==> config.mk <==
export PLATFORM = sky130hd
export DESIGN_NAME = modchip_spi_rx_flat
export DESIGN_NICKNAME = d
export VERILOG_FILES = /design/src/rtl/modchip_pkg.sv /design/src/rtl/modchip_spi_rx_if.sv /design/src/rtl/modchip_sync.sv /design/src/rtl/modchip_spi_rx.sv /design/src/flat_wrapper.sv
export SDC_FILE = /design/constraint.sdc
export NUM_CORES = 1
export LEC_CHECK = 0
export CORE_ASPECT_RATIO = 1.1
export CORE_UTILIZATION = 50
export CTS_BUF_LIST = sky130_fd_sc_hd__clkbuf_2
export DETAILED_ROUTE_END_ITERATION = 16
export PLACE_DENSITY_LB_ADDON = 0.05
export SYNTH_ARGS = -nofsm -noshare
export SYNTH_HDL_FRONTEND = slang
export SYNTH_HIERARCHICAL = 1
export SYNTH_SLANG_ARGS = --single-unit
==> constraint.sdc <==
create_clock -name clk -period 2.2 [get_ports clk]
set_input_delay 0.44 -clock clk [delete_from_list [all_inputs] [get_ports clk]]
set_output_delay 0.44 -clock clk [all_outputs]
set_load 0.1 [all_outputs]
==> src/rtl/modchip_pkg.sv <==
// Shared types and constants for the modchip SPI receive path.
// Pure declarations: no latency, no backpressure.
package modchip_pkg;

    localparam int BYTE_W      = 8;
    localparam int BITCNT_W    = 3;
    localparam int BYTECNT_MAX = 255;

    typedef enum logic {
        IDLE = 1'b0,
        RECV = 1'b1
    } rx_state_t;

    typedef logic [BYTE_W-1:0]   byte_t;
    typedef logic [BITCNT_W-1:0] bitcnt_t;

    // Shift one serial bit into the partial byte in the selected bit order.
    function automatic byte_t shift_in(input byte_t cur, input logic bit_in, input bit msb_first);
        byte_t nxt;
        if (msb_first) begin
            nxt = {cur[BYTE_W-2:0], bit_in};
        end else begin
            nxt = {bit_in, cur[BYTE_W-1:1]};
        end
        return nxt;
    endfunction

endpackage

==> src/rtl/modchip_spi_rx_if.sv <==
// SPI pin bundle plus the parallel byte bus handed to the key-check stage.
// master = receiver side, slave = pin driver / byte consumer side.
interface modchip_spi_rx_if;
    import modchip_pkg::*;

    logic         spi_sclk;
    logic         spi_cs_n;
    logic         spi_mosi;
    byte_t        uprocessor_din;
    logic         uprocessor_wren;
    logic         frame_err;
    logic         busy;
    logic [7:0]   byte_cnt;

    modport master (
        input  spi_sclk,
        input  spi_cs_n,
        input  spi_mosi,
        output uprocessor_din,
        output uprocessor_wren,
        output frame_err,
        output busy,
        output byte_cnt
    );

    modport slave (
        output spi_sclk,
        output spi_cs_n,
        output spi_mosi,
        input  uprocessor_din,
        input  uprocessor_wren,
        input  frame_err,
        input  busy,
        input  byte_cnt
    );

endinterface

==> src/rtl/modchip_sync.sv <==
// Multi-flop synchroniser for one asynchronous bit; latency DEPTH clk cycles.
// No backpressure: samples every cycle, resets to RST_VAL.
module modchip_sync #(
    parameter int   DEPTH   = 2,
    parameter logic RST_VAL = 1'b0
) (
    input  logic clk,
    input  logic rst,
    input  logic d,
    output logic q
);

    logic [DEPTH-1:0] stg;

    always_ff @(posedge clk or negedge rst) begin
        if (!rst) begin
            stg <= {DEPTH{RST_VAL}};
        end else begin
            stg <= {stg[DEPTH-2:0], d};
        end
    end

    assign q = stg[DEPTH-1];

endmodule

==> src/rtl/modchip_spi_rx.sv <==
// SPI mode-0 byte receiver; 8th raw sclk rise to wren is SYNC_STAGES+2 clk.
// No backpressure: every completed byte is presented for exactly one cycle.
module modchip_spi_rx
    import modchip_pkg::*;
#(
    parameter int SYNC_STAGES = 2,
    parameter bit MSB_FIRST   = 1'b1
) (
    input  logic                    clk,
    input  logic                    rst,
    modchip_spi_rx_if.master        bus
);

    logic       sclk_s;
    logic       cs_n_s;
    logic       mosi_s;
    logic       sclk_d;
    logic       valid_edge;

    rx_state_t  state_q;
    rx_state_t  state_nxt;
    logic       busy_c;
    logic       frame_end;

    byte_t      shreg_q;
    bitcnt_t    bitcnt_q;
    logic       byte_done_q;

    byte_t      din_q;
    logic       wren_q;
    logic       frame_err_q;
    logic [7:0] byte_cnt_q;

    modchip_sync #(.DEPTH(SYNC_STAGES), .RST_VAL(1'b0)) u_sync_sclk (
        .clk (clk),
        .rst (rst),
        .d   (bus.spi_sclk),
        .q   (sclk_s)
    );

    modchip_sync #(.DEPTH(SYNC_STAGES), .RST_VAL(1'b1)) u_sync_cs_n (
        .clk (clk),
        .rst (rst),
        .d   (bus.spi_cs_n),
        .q   (cs_n_s)
    );

    modchip_sync #(.DEPTH(SYNC_STAGES), .RST_VAL(1'b0)) u_sync_mosi (
        .clk (clk),
        .rst (rst),
        .d   (bus.spi_mosi),
        .q   (mosi_s)
    );

    always_ff @(posedge clk or negedge rst) begin
        if (!rst) begin
            sclk_d <= 1'b0;
        end else begin
            sclk_d <= sclk_s;
        end
    end

    // A deasserted select always beats a coincident sclk rise.
    assign valid_edge = sclk_s & ~sclk_d & ~cs_n_s;

    always_ff @(posedge clk or negedge rst) begin
        if (!rst) begin
            state_q <= IDLE;
        end else begin
            state_q <= state_nxt;
        end
    end

    always_comb begin
        state_nxt = state_q;
        case (state_q)
            IDLE:    if (!cs_n_s) state_nxt = RECV;
            RECV:    if (cs_n_s)  state_nxt = IDLE;
            default: state_nxt = IDLE;
        endcase
    end

    always_comb begin
        busy_c    = 1'b0;
        frame_end = 1'b0;
        if (state_q == RECV) begin
            busy_c    = 1'b1;
            frame_end = cs_n_s;
        end
    end

    // Byte assembly; the completed byte is held in shreg_q for one cycle
    // while byte_done_q is up, then copied to the output register.
    always_ff @(posedge clk or negedge rst) begin
        if (!rst) begin
            shreg_q     <= '0;
            bitcnt_q    <= '0;
            byte_done_q <= 1'b0;
        end else begin
            byte_done_q <= 1'b0;
            if (frame_end) begin
                shreg_q  <= '0;
                bitcnt_q <= '0;
            end else if (valid_edge) begin
                shreg_q     <= shift_in(shreg_q, mosi_s, MSB_FIRST);
                bitcnt_q    <= bitcnt_q + 1'b1;
                byte_done_q <= (bitcnt_q == '1);
            end
        end
    end

    // frame_err and wren are exclusive by construction: a partial byte at
    // frame end implies the counter did not just wrap.
    always_ff @(posedge clk or negedge rst) begin
        if (!rst) begin
            din_q       <= '0;
            wren_q      <= 1'b0;
            frame_err_q <= 1'b0;
            byte_cnt_q  <= '0;
        end else begin
            wren_q      <= byte_done_q;
            frame_err_q <= frame_end && (bitcnt_q != '0);
            if (byte_done_q) begin
                din_q <= shreg_q;
                if (byte_cnt_q != 8'(BYTECNT_MAX)) begin
                    byte_cnt_q <= byte_cnt_q + 8'd1;
                end
            end
        end
    end

    assign bus.uprocessor_din  = din_q;
    assign bus.uprocessor_wren = wren_q;
    assign bus.frame_err       = frame_err_q;
    assign bus.busy            = busy_c;
    assign bus.byte_cnt        = byte_cnt_q;

endmodule

==> src/flat_wrapper.sv <==
// flat-port wrapper written by rule: the top's interface ports become plain ports
module modchip_spi_rx_flat import modchip_pkg::*;
#(
    parameter int SYNC_STAGES = 2,
    parameter bit MSB_FIRST   = 1'b1
)
  (clk, rst, bus_spi_sclk, bus_spi_cs_n, bus_spi_mosi, bus_uprocessor_din, bus_uprocessor_wren, bus_frame_err, bus_busy, bus_byte_cnt);
  modchip_spi_rx_if bus_i ();
  input  logic clk;
  input  logic rst;
  input wire logic [$bits(bus_i.spi_sclk)-1:0] bus_spi_sclk;
  input wire logic [$bits(bus_i.spi_cs_n)-1:0] bus_spi_cs_n;
  input wire logic [$bits(bus_i.spi_mosi)-1:0] bus_spi_mosi;
  output wire logic [$bits(bus_i.uprocessor_din)-1:0] bus_uprocessor_din;
  output wire logic [$bits(bus_i.uprocessor_wren)-1:0] bus_uprocessor_wren;
  output wire logic [$bits(bus_i.frame_err)-1:0] bus_frame_err;
  output wire logic [$bits(bus_i.busy)-1:0] bus_busy;
  output wire logic [$bits(bus_i.byte_cnt)-1:0] bus_byte_cnt;
  assign bus_i.spi_sclk = bus_spi_sclk;
  assign bus_i.spi_cs_n = bus_spi_cs_n;
  assign bus_i.spi_mosi = bus_spi_mosi;
  assign bus_uprocessor_din = bus_i.uprocessor_din;
  assign bus_uprocessor_wren = bus_i.uprocessor_wren;
  assign bus_frame_err = bus_i.frame_err;
  assign bus_busy = bus_i.busy;
  assign bus_byte_cnt = bus_i.byte_cnt;
  modchip_spi_rx #(.SYNC_STAGES(SYNC_STAGES), .MSB_FIRST(MSB_FIRST)) u_core (.clk(clk), .rst(rst), .bus(bus_i));
endmodule
# ---- Word level (Yosys, flattened, before mapping)
# Index checks and enable logic that the tools add are counted.
dict set report op_classes {
  n_addsub 2
  n_mul 0
  div 0
  magnitude_cmp 0
  n_eq_ne 2
  n_shift 0
  muxes 9
  bitwise 4
  n_reduce_logical 4
}
# op count
set op_table {}
lappend op_table {{$mux W8} 2}
lappend op_table {{$add A8 B1 Y8 const B} 1}
lappend op_table {{$ne A8 B8 Y1 const B} 1}
lappend op_table {{$mux W3} 2}
lappend op_table {{$mux W1} 5}
lappend op_table {{$add A3 B1 Y3 const B} 1}
lappend op_table {{$eq A3 B3 Y1 const B} 1}
lappend op_table {{$reduce_bool A3 Y1} 1}
lappend op_table {{$and A1 B1 Y1} 2}
lappend op_table {{$not A1 Y1} 2}
lappend op_table {{$reduce_and A2 Y1} 1}
lappend op_table {{$reduce_bool A2 Y1} 1}
lappend op_table {{$logic_and A1 B1 Y1} 1}
dict set report word_totals {
  ff_bits 38
  latchBits 0
  mem_bits_rw 0
  romBits 0
  out_inout_bits 19
  memories 0
}

# ---- Logic depth before layout (Yosys ltp)
# Gate-level depths: netlist of the first run.
dict set report depth {
  depth_word 5
  ltp_mapped 4
  mapped_depth_nobuf 4
}

# ---- By module
# The synthesis of the first run kept the hierarchy.
# mod instances cells_each area_each_um2
set modules_own_cells {}
lappend modules_own_cells {modchip_spi_rx 1 92 1292.5}
lappend modules_own_cells {{modchip_sync at u_core.u_sync_mosi ...} 2 2 50.0}
lappend modules_own_cells {{modchip_sync at u_core.u_sync_cs_n} 1 2 52.6}

# ---- Worst setup path after synthesis of the first run
# No wires, ideal clock.
dict set report synth_path {
  path_type {reg2reg}
  from {register u_core.byte_cnt_q[0], in the netlist u_core/bus.byte_cnt[0]}
  to {register u_core.byte_cnt_q[1], in the netlist u_core/bus.byte_cnt[1]}
  t_arrival_ps 1981
  required_ps 2074
  path_slack_ps 93
  stages_incl_launch_ff 5
  cell_sequence {dfrtp_1 > ha_1 > nand3_2 > o21ai_2 > mux2_2}
}
dict set report synth_via {
  elab_chain_cells 2
}
# element line_no
set synth_rtl {}
lappend synth_rtl {{start, declared} modchip_spi_rx.sv:32} ;# logic [7:0] byte_cnt_q;
lappend synth_rtl {{start signal, assigned} modchip_spi_rx.sv:126} ;# byte_cnt_q <= byte_cnt_q + 8'd1;
lappend synth_rtl {{branches (longest 2 deep; another with $add A8 B1 Y8)} -}
# Parallel ways; which one is timed is not known.
# A chain may end at the register's enable or synchronous reset.

# ---- Final worst setup path of the first run
dict set report layout_path {
  from {register u_core.byte_cnt_q[3], in the netlist u_core/bus.byte_cnt[3]}
  to {output bus_byte_cnt[3]}
}
# element line_no
set layout_lines {}
lappend layout_lines {{end, declared} flat_wrapper.sv:18} ;# output wire logic [$bits(bus_i.byte_cnt)-1:0] bus_byte_cnt;
# No word-level cell between the ends.

==> results of run 1 <==
-- cell families after synthesis --
logic type | synth area share, %
muxes | 10.4
and+or+nand+nor | 7.10
adders and majority gates | 3.46
buffers and inverters | 2.08
xor gates and xnor gates | 1.21
DFF | 66.0
AOI/OAI and AO/OA | 9.78
-- power groups by stage --
stage / combinational [mW] / sequential [mW] / clock (mW)
3_5_place_dp: 0.0738 / 0.742 / 0
3_3_place_gp: 0.0715 / 0.741 / 0
2_1_floorplan: 0.0239 / 0.758 / 0
4_1_cts: 0.0739 / 0.730 / 0.309
5_1_grt: 0.0796 / 0.732 / 0.344
6_report: 0.0717 / 0.729 / 0.287
-- metrics by stage --
step | cell area, um^2 | worst slack, ns
2_1_floorplan | 1450 | 0.0929
3_3_place_gp | 1670 | 0.809
3_5_place_dp | 1670 | 0.759
4_1_cts | 1710 | 0.485
5_1_grt | 1710 | 0.403
6_report | 1710 | 0.518
-- cell usage after synthesis --
library cell  count
and4_4            1
xnor2_1           2
and2_1            1
and3_1            1
o21a_1            1
mux2_2           12
nor2_1            2
o2111ai_1         1
nor3b_2           1
o211ai_1          1
mux2_4            1
nand3_1           1
nand3_2           2
a22o_1           10
buf_2             3
dfrtp_1          36
dfstp_2           2
a21oi_1           3
o21ai_2           1
nand2_1           4
nand2b_1          1
a31oi_1           1
inv_1             4
nand4_1           2
ha_1              4
-- how the worst max path moves through the flow --
| stage | from | end | slack [ns] | cells after the start |
|---|---|---|---|---|
| floorplan | u_core/bus.byte_cnt[0] | u_core/bus.byte_cnt[1] | 0.09 | 4 |
| global placement | u_core/bus.byte_cnt[0] | u_core/bus.byte_cnt[1] | 0.81 | 4 |
| detailed placement | u_core/bus.byte_cnt[0] | u_core/bus.byte_cnt[1] | 0.76 | 4 |
| CTS | u_core/bus.byte_cnt[3] | bus_byte_cnt[3] | 0.48 | 1 |
| global route | u_core/bus.byte_cnt[3] | bus_byte_cnt[3] | 0.40 | 1 |
| finish | u_core/bus.byte_cnt[3] | bus_byte_cnt[3] | 0.52 | 1 |
-- registers in the layout, indices dropped and copies added, names as in the netlist --
register,cells
u_core/bus.uprocessor_din,8
u_core/shreg_q,8
u_core/byte_done_q,1
u_core/bitcnt_q,3
u_core/bus.frame_err,1
u_core/bus.uprocessor_wren,1
u_core/bus.byte_cnt,8
u_core/state_q,1
u_core/sclk_d,1
u_core/u_sync_cs_n/stg,2
u_core/u_sync_sclk/stg,2
u_core/u_sync_mosi/stg,2
-- layer usage --
metal | up-vias | part of all wire [%] | track usage [%]
met5 | - | 0 | 0
met4 | 0 | 1.6 | 7.89
met3 | 4 | 5.1 | 9.30
met2 | 21 | 46 | 24.8
met1 | 427 | 47 | 19.5
li1 | 413 | - | -
-- area by class of cell --
class / count / area share, %
Tap cell: 33 / 2.41
Clock inverter: 2 / 0.585
Timing Repair Buffer: 26 / 11.7
Clock buffer: 6 / 1.75
Inverter: 4 / 0.877
Multi-Input combinational cell: 53 / 27.0
Sequential cell: 38 / 55.7
==> metrics.md, run 1 <==
| Metric | Value |
|---|---|
| Synth Register Bits | 38 |
| Gr usage total | 16.7% |
| DRC viols | 0 |
| CP max FO | 8 |
| Clock H-tree levels | 2 |
| Commonest cells after routing, fill and taps aside | dfrtp_1, buf_4, mux2_2 |
| Ant. Diodes | 0 |
| Inst Count DP | 154 |
| Die ar. | 0.00311 mm^2 |
| Power Total | 1.09 mW |
| Worst hold slack | 0.111 ns |
| Footprint of the multi-input gates | 462 um^2 |
| Flop2flop setup slack | 0.74 ns |
| Final Skew | 0.0288 ns |
| Layout cells sized above 1 | 39.5% |
| Syn Nets | 107 |
| DR iter-0 viols | 20 |
| Leak | 0.868 nW |
| Port bufs | 23 |
| Cell Pwr Density | 636 mW/mm^2 |
| Max-cap violations | 0 |
| Slew headroom | 46.0% |
| Synth top area share | 62.3% |
| CP arrival | 1.24 ns |
| Starting Density | 52.5% |
| Fin. Hold Viols | 0 |
| Peak supply drop | 520 uV |
| CP peak stage delay | 0.52 ns |
| Fillcell total | 239 |
| Syn Inst Count | 98 |
| Clock Sinks | 38 |
| Worst setup EP type | output pin |
| Slew @ Worst Pin | 0.810 ns |
| Drt total wl | 2.18 mm |
| Resized Gates After CTS | 0 |
| Sw frac | 24.4% |
| Die outline height | 58.4 um |
| Hpwl dp | 1.50 mm |
| Number of distinct library cells after synthesis | 25 |
| Sw power | 266 uW |
| I/O pin count | 24 |
| Hold crit path type | primary input to async pin |
| Layout area overhead | 18.4% |
| Pre-antenna DRT Iters | 4 |
| Vias in the first global route | 792 |
| Clock buffer count from CTS | 5 |
| Most common cell after layout, fill and taps aside | dfrtp_1 |
| ANT nets after route | 0 |
| Clock buffer depth | 2 |
| Slew Viols, Final | 0 |
| CTS tree | built |
| Register area | 953 um^2 |
| Layout net count | 137 |
| Clk root buf | clkbuf_2 |
| Worst-Skew Late Latency | 0.38 ns |
| Critical path buffer and inverter count | 1 |
| Critical path type | flip-flop to output pin |
| Clk slew on worst S/H paths | 0.19 ns |
| Total gr overflow | 0 |
| Sequential-to-total area share from yosys stat | 66.0% |
| First-pass GRT wire length | 3.46 mm |
| Worst R2R Path Depth | 4 |
| Gpl congestion | 0.670 |
| Reg-to-Reg End | u_core/bus.byte_cnt[1] |
| Seq pwr share | 67.0% |
| Crit path launch type | flip-flop |
| Final Util | 62.2% |
| Final setup violation count | 0 |
| CP required | 1.76 ns |
| Synth Warn # | 6 |
| Crit-path leading delay family | flip-flops |
| Syn Area/Cell | 14.7 um^2 |
| Pin count of the biggest net entering global routing | 39 |
| WL per Instance | 13.5 um |
| Post-synthesis cell area | 0.00145 mm^2 |
| Crit share post-route | 76.5% |
| TNS Setup | 0 ns |
| Post-CTS setup buffer count | 0 |
| RSZ-0062 raised after global routing | no |
| Fin crit period | 1.68 ns |
| Largest area contributor in the netlist | dfrtp_1 |
| Cell Rows | 20 |
| Internal Power | 822 uW |
| Max Clk Rate | 0.594 GHz |
| Status | complete, no violations |
| Core ar. | 0.00275 mm^2 |
| Reg2reg start | u_core/bus.byte_cnt[0] |
| Clock power frac | 26.4% |
| Post-DR vias/cell | 5.34 |
| Synth area leaders | dfrtp_1, mux2_2, a22o_1 |
| Via count | 865 |
| Hold-fix buffers, CTS | 0 |
| Crit-path cells | buf_4 |
| Critical Path Slowest Stage Cell | dfrtp_1 |
| Comb power frac | 6.6% |
| Fin cells | 162 |
| Die X | 53.3 um |
| Initial antenna violation count | 0 |
(Power assumes the default switching activity.)
==> run 2, diff against run 1 <==
==> constraint.sdc (replaced) <==
create_clock -name clk -period 1.7 [get_ports clk]
set_input_delay 0.34 -clock clk [delete_from_list [all_inputs] [get_ports clk]]
set_output_delay 0.34 -clock clk [all_outputs]
set_load 0.1 [all_outputs]
==> run 2 against run 1 <==
Register-to-register slack worse by 0.55 ns. Sequential share of layout area is 6.8 points lower. Non-clock buffer count is 2 higher. First-iteration DRC count is 40% lower. Hold slack better by 0.24 ns. Clock power is 29% higher. Clock skew is 0.0045 ns lower. Final area is 16% higher. Worst setup slack worse by 0.33 ns. Sequential power is 30% higher. Clock-buffer cell count is 1 higher. Wire length is 9.7% higher. Critical path type is now flip-flop to flip-flop. Largest cell class unchanged.
==> metrics.md, run 2 (synthesis gave the netlist of run 1 again) <==
| Metric | Value |
|---|---|
| Status | complete, no violations |
| Slew headroom | 69.2% (+23 points) |
| Hold depth | 0 |
| Port bufs | 23 (unchanged) |
| Commonest cells after routing, fill and taps aside | dfrtp_1, buf_12, mux2_2 |
| TNS Setup | 0 ns (unchanged) |
| ANT nets after route | 0 (unchanged) |
| Clock Sinks | 38 (unchanged) |
| Top sig layer | met4 |
| Core ar. | 0.00275 mm^2 (unchanged) |
| Flop2flop setup slack | 0.19 ns (-0.55 ns) |
| Worst slack at placement | 0.211 ns (-0.548 ns) |
| Max-cap violations | 0 (unchanged) |
| Most common cell after layout, fill and taps aside | dfrtp_1 |
| Sw frac | 23.8% (-0.63 points) |
| Ant. Diodes | 0 (unchanged) |
| Vias in the first global route | 907 (+15%) |
| Seq pwr share | 66.7% (-0.3 points) |
| Post-DR vias/cell | 5.41 (+1.4%) |
| Fin cells | 164 (+1.2%) |
| Final Skew | 0.0244 ns (-0.00445 ns) |
| Cell Rows | 20 (unchanged) |
| Gpl congestion | 0.741 (+11%) |
| Clock buffer count from CTS | 5 (unchanged) |
| Peak supply drop | 728 uV (+40%) |
| Fin crit period | 1.51 ns |
| Pre-antenna DRT Iters | 4 (unchanged) |
| CP arrival | 1.77 ns (+0.53 ns) |
| Total gr overflow | 0 (unchanged) |
| Clock power frac | 26.0% (-0.4 points) |
| Clk root buf | clkbuf_2 |
| Hpwl dp | 1.67 mm (+11%) |
| Crit share post-route | 88.8% |
| I/O pin count | 24 (unchanged) |
| Die X | 53.3 um (unchanged) |
| Reg-to-Reg End | u_core/bus.byte_cnt[1] |
| Slew Viols, Final | 0 (unchanged) |
| CP required | 1.96 ns (+0.20 ns) |
| Critical path type | flip-flop to flip-flop |
| DR iter-0 viols | 12 (-40%) |
| Worst setup EP type | flip-flop |
| Gr usage total | 19.2% (+2.5 points) |
| Via count | 888 (+2.7%) |
| Met2 Wirelength | 1.24 mm (+22%) |
| Drt total wl | 2.40 mm (+9.7%) |
| Inst Count DP | 155 (+0.65%) |
| Worst R2R Path Depth | 4 (unchanged) |
| WL per Instance | 14.6 um (+8.3%) |
| CP max FO | 4 (-4) |
| Cell Pwr Density | 717 mW/mm^2 (+13%) |
| Layout cells sized above 1 | 45.0% (+5.5 points) |
| Reg2reg start | u_core/bus.byte_cnt[0] |
| Die ar. | 0.00311 mm^2 (unchanged) |
| RSZ-0062 raised after global routing | no |
| Sw power | 338 uW (+27%) |
| Max Clk Rate | 0.662 GHz |
| CTS tree | built |
| Hold worst-path end | u_core/u_sync_cs_n/stg[1] |
| Crit path launch type | flip-flop |
| Post-CTS setup buffer count | 0 (unchanged) |
| Clk slew on worst S/H paths | 0.15 ns (-0.04 ns) |
| Final worst slack | 0.190 ns (-0.328 ns) |
| Pin count of the biggest net entering global routing | 39 (unchanged) |
| Final setup violation count | 0 (unchanged) |
| Initial antenna violation count | 0 (unchanged) |
| Met3 wire len | 91 um (-18%) |
| Slew @ Worst Pin | 0.462 ns (-0.348 ns) |
| Worst-Skew Late Latency | 0.37 ns (about the same) |
| DRC viols | 0 (unchanged) |
| Clock buffer depth | 2 (unchanged) |
| WL met1 | 1.03 mm (+0.39%) |
| Internal Power | 1.08 mW (+32%) |
| Die outline height | 58.4 um (unchanged) |
| Hold_sp | u_core/u_sync_cs_n/stg[0] |
| Fin. Hold Viols | 0 (unchanged) |
| Comb power frac | 7.3% (+0.7 points) |
| Layout net count | 139 (+1.5%) |
| Layout area overhead | 37.1% |
| Starting Density | 52.5% (unchanged) |
| First-pass GRT wire length | 4.04 mm (+17%) |
| Hold crit path type | flip-flop to flip-flop |
| Leak | 0.914 nW (+5.3%) |
| Clock H-tree levels | 2 (unchanged) |
[run 2: cell count changes in the layout (fill, tap and decap cells not counted), moves of 2 or more]
cell,before,now
dfrtp_4,0,2
dfrtp_2,0,6
clkinv_2,2,0
buf_12,0,19
dfrtp_1,36,28
buf_4,22,4
[run 2: metrics by stage]
stage,hold slack (ns),total power [mW],utilization [%],area [um^2]
6_report,0.356,1.42,72.0,1980
5_1_grt,0.348,1.50,72.0,1980
4_1_cts,0.354,1.45,72.0,1980
3_5_place_dp,0.348,1.07,70.2,1930
3_3_place_gp,0.332,1.06,70.2,1930
2_1_floorplan,0.0444,1.01,-,1460
[run 2: area by class of cell]
type,count,area (um^2)
clock inverter,1,3.75
sequential,38,968
inverter,4,15.0
timing repair buffer,28,455
fill,189,772
multi-input combinational,53,462
clock buffer,7,35.0
tap,33,41.3
[run 2: repair_timing]
action	4_1_cts	5_1_grt
hold endpoints to repair	36	0
gates resized for setup	0	0
hold buffers	1	0
setup endpoints to repair	0	0
[run 2: power by group through the flow]
stage	registers, mW	logic [mW]	clock network [mW]
floorplan	0.981	0.0309	0
global placement	0.961	0.102	0
detailed placement	0.963	0.104	0
CTS	0.947	0.107	0.395
global route	0.950	0.115	0.432
finish	0.946	0.104	0.370
[run 2: how the worst max path moves through the flow]
stage | startpoint | to | slack, ns | depth (start not counted)
after global placement | u_core/bus.byte_cnt[0] | u_core/bus.byte_cnt[1] | 0.28 | 4
final | u_core/bus.byte_cnt[0] | u_core/bus.byte_cnt[1] | 0.19 | 4
after CTS | u_core/bus.byte_cnt[0] | u_core/bus.byte_cnt[1] | 0.19 | 4
after global routing | u_core/bus.byte_cnt[1] | u_core/bus.byte_cnt[1] | 0.11 | 4
after detailed placement | u_core/bus.byte_cnt[0] | u_core/bus.byte_cnt[1] | 0.21 | 4
after floorplan | u_core/bus.byte_cnt[0] | u_core/bus.byte_cnt[1] | 0.04 | 4
[run 2: critical path: stages, from the launching register on]
cell	delay, ns
dfrtp_4	0.48
ha_1	0.25
nand3_2	0.14
o21ai_2	0.20
mux2_2	0.35
[run 2: layer usage]
layer	vias to the layer above	track usage [%]
li1	411	-
met5	-	0
met4	0	9.02
met2	19	30.0
met3	4	6.98
met1	454	23.4
==> run 3, diff against run 2 <==
--- a/config.mk
+++ b/config.mk
@@ -10,6 +10,7 @@
 export CTS_BUF_LIST = sky130_fd_sc_hd__clkbuf_2
 export DETAILED_ROUTE_END_ITERATION = 16
 export PLACE_DENSITY_LB_ADDON = 0.05
+export SLEW_MARGIN = 40
 export SYNTH_ARGS = -nofsm -noshare
 export SYNTH_HDL_FRONTEND = slang
 export SYNTH_HIERARCHICAL = 1
==> results of run 3 <==
Final layout, timing and power as in run 2 (identical DEF).
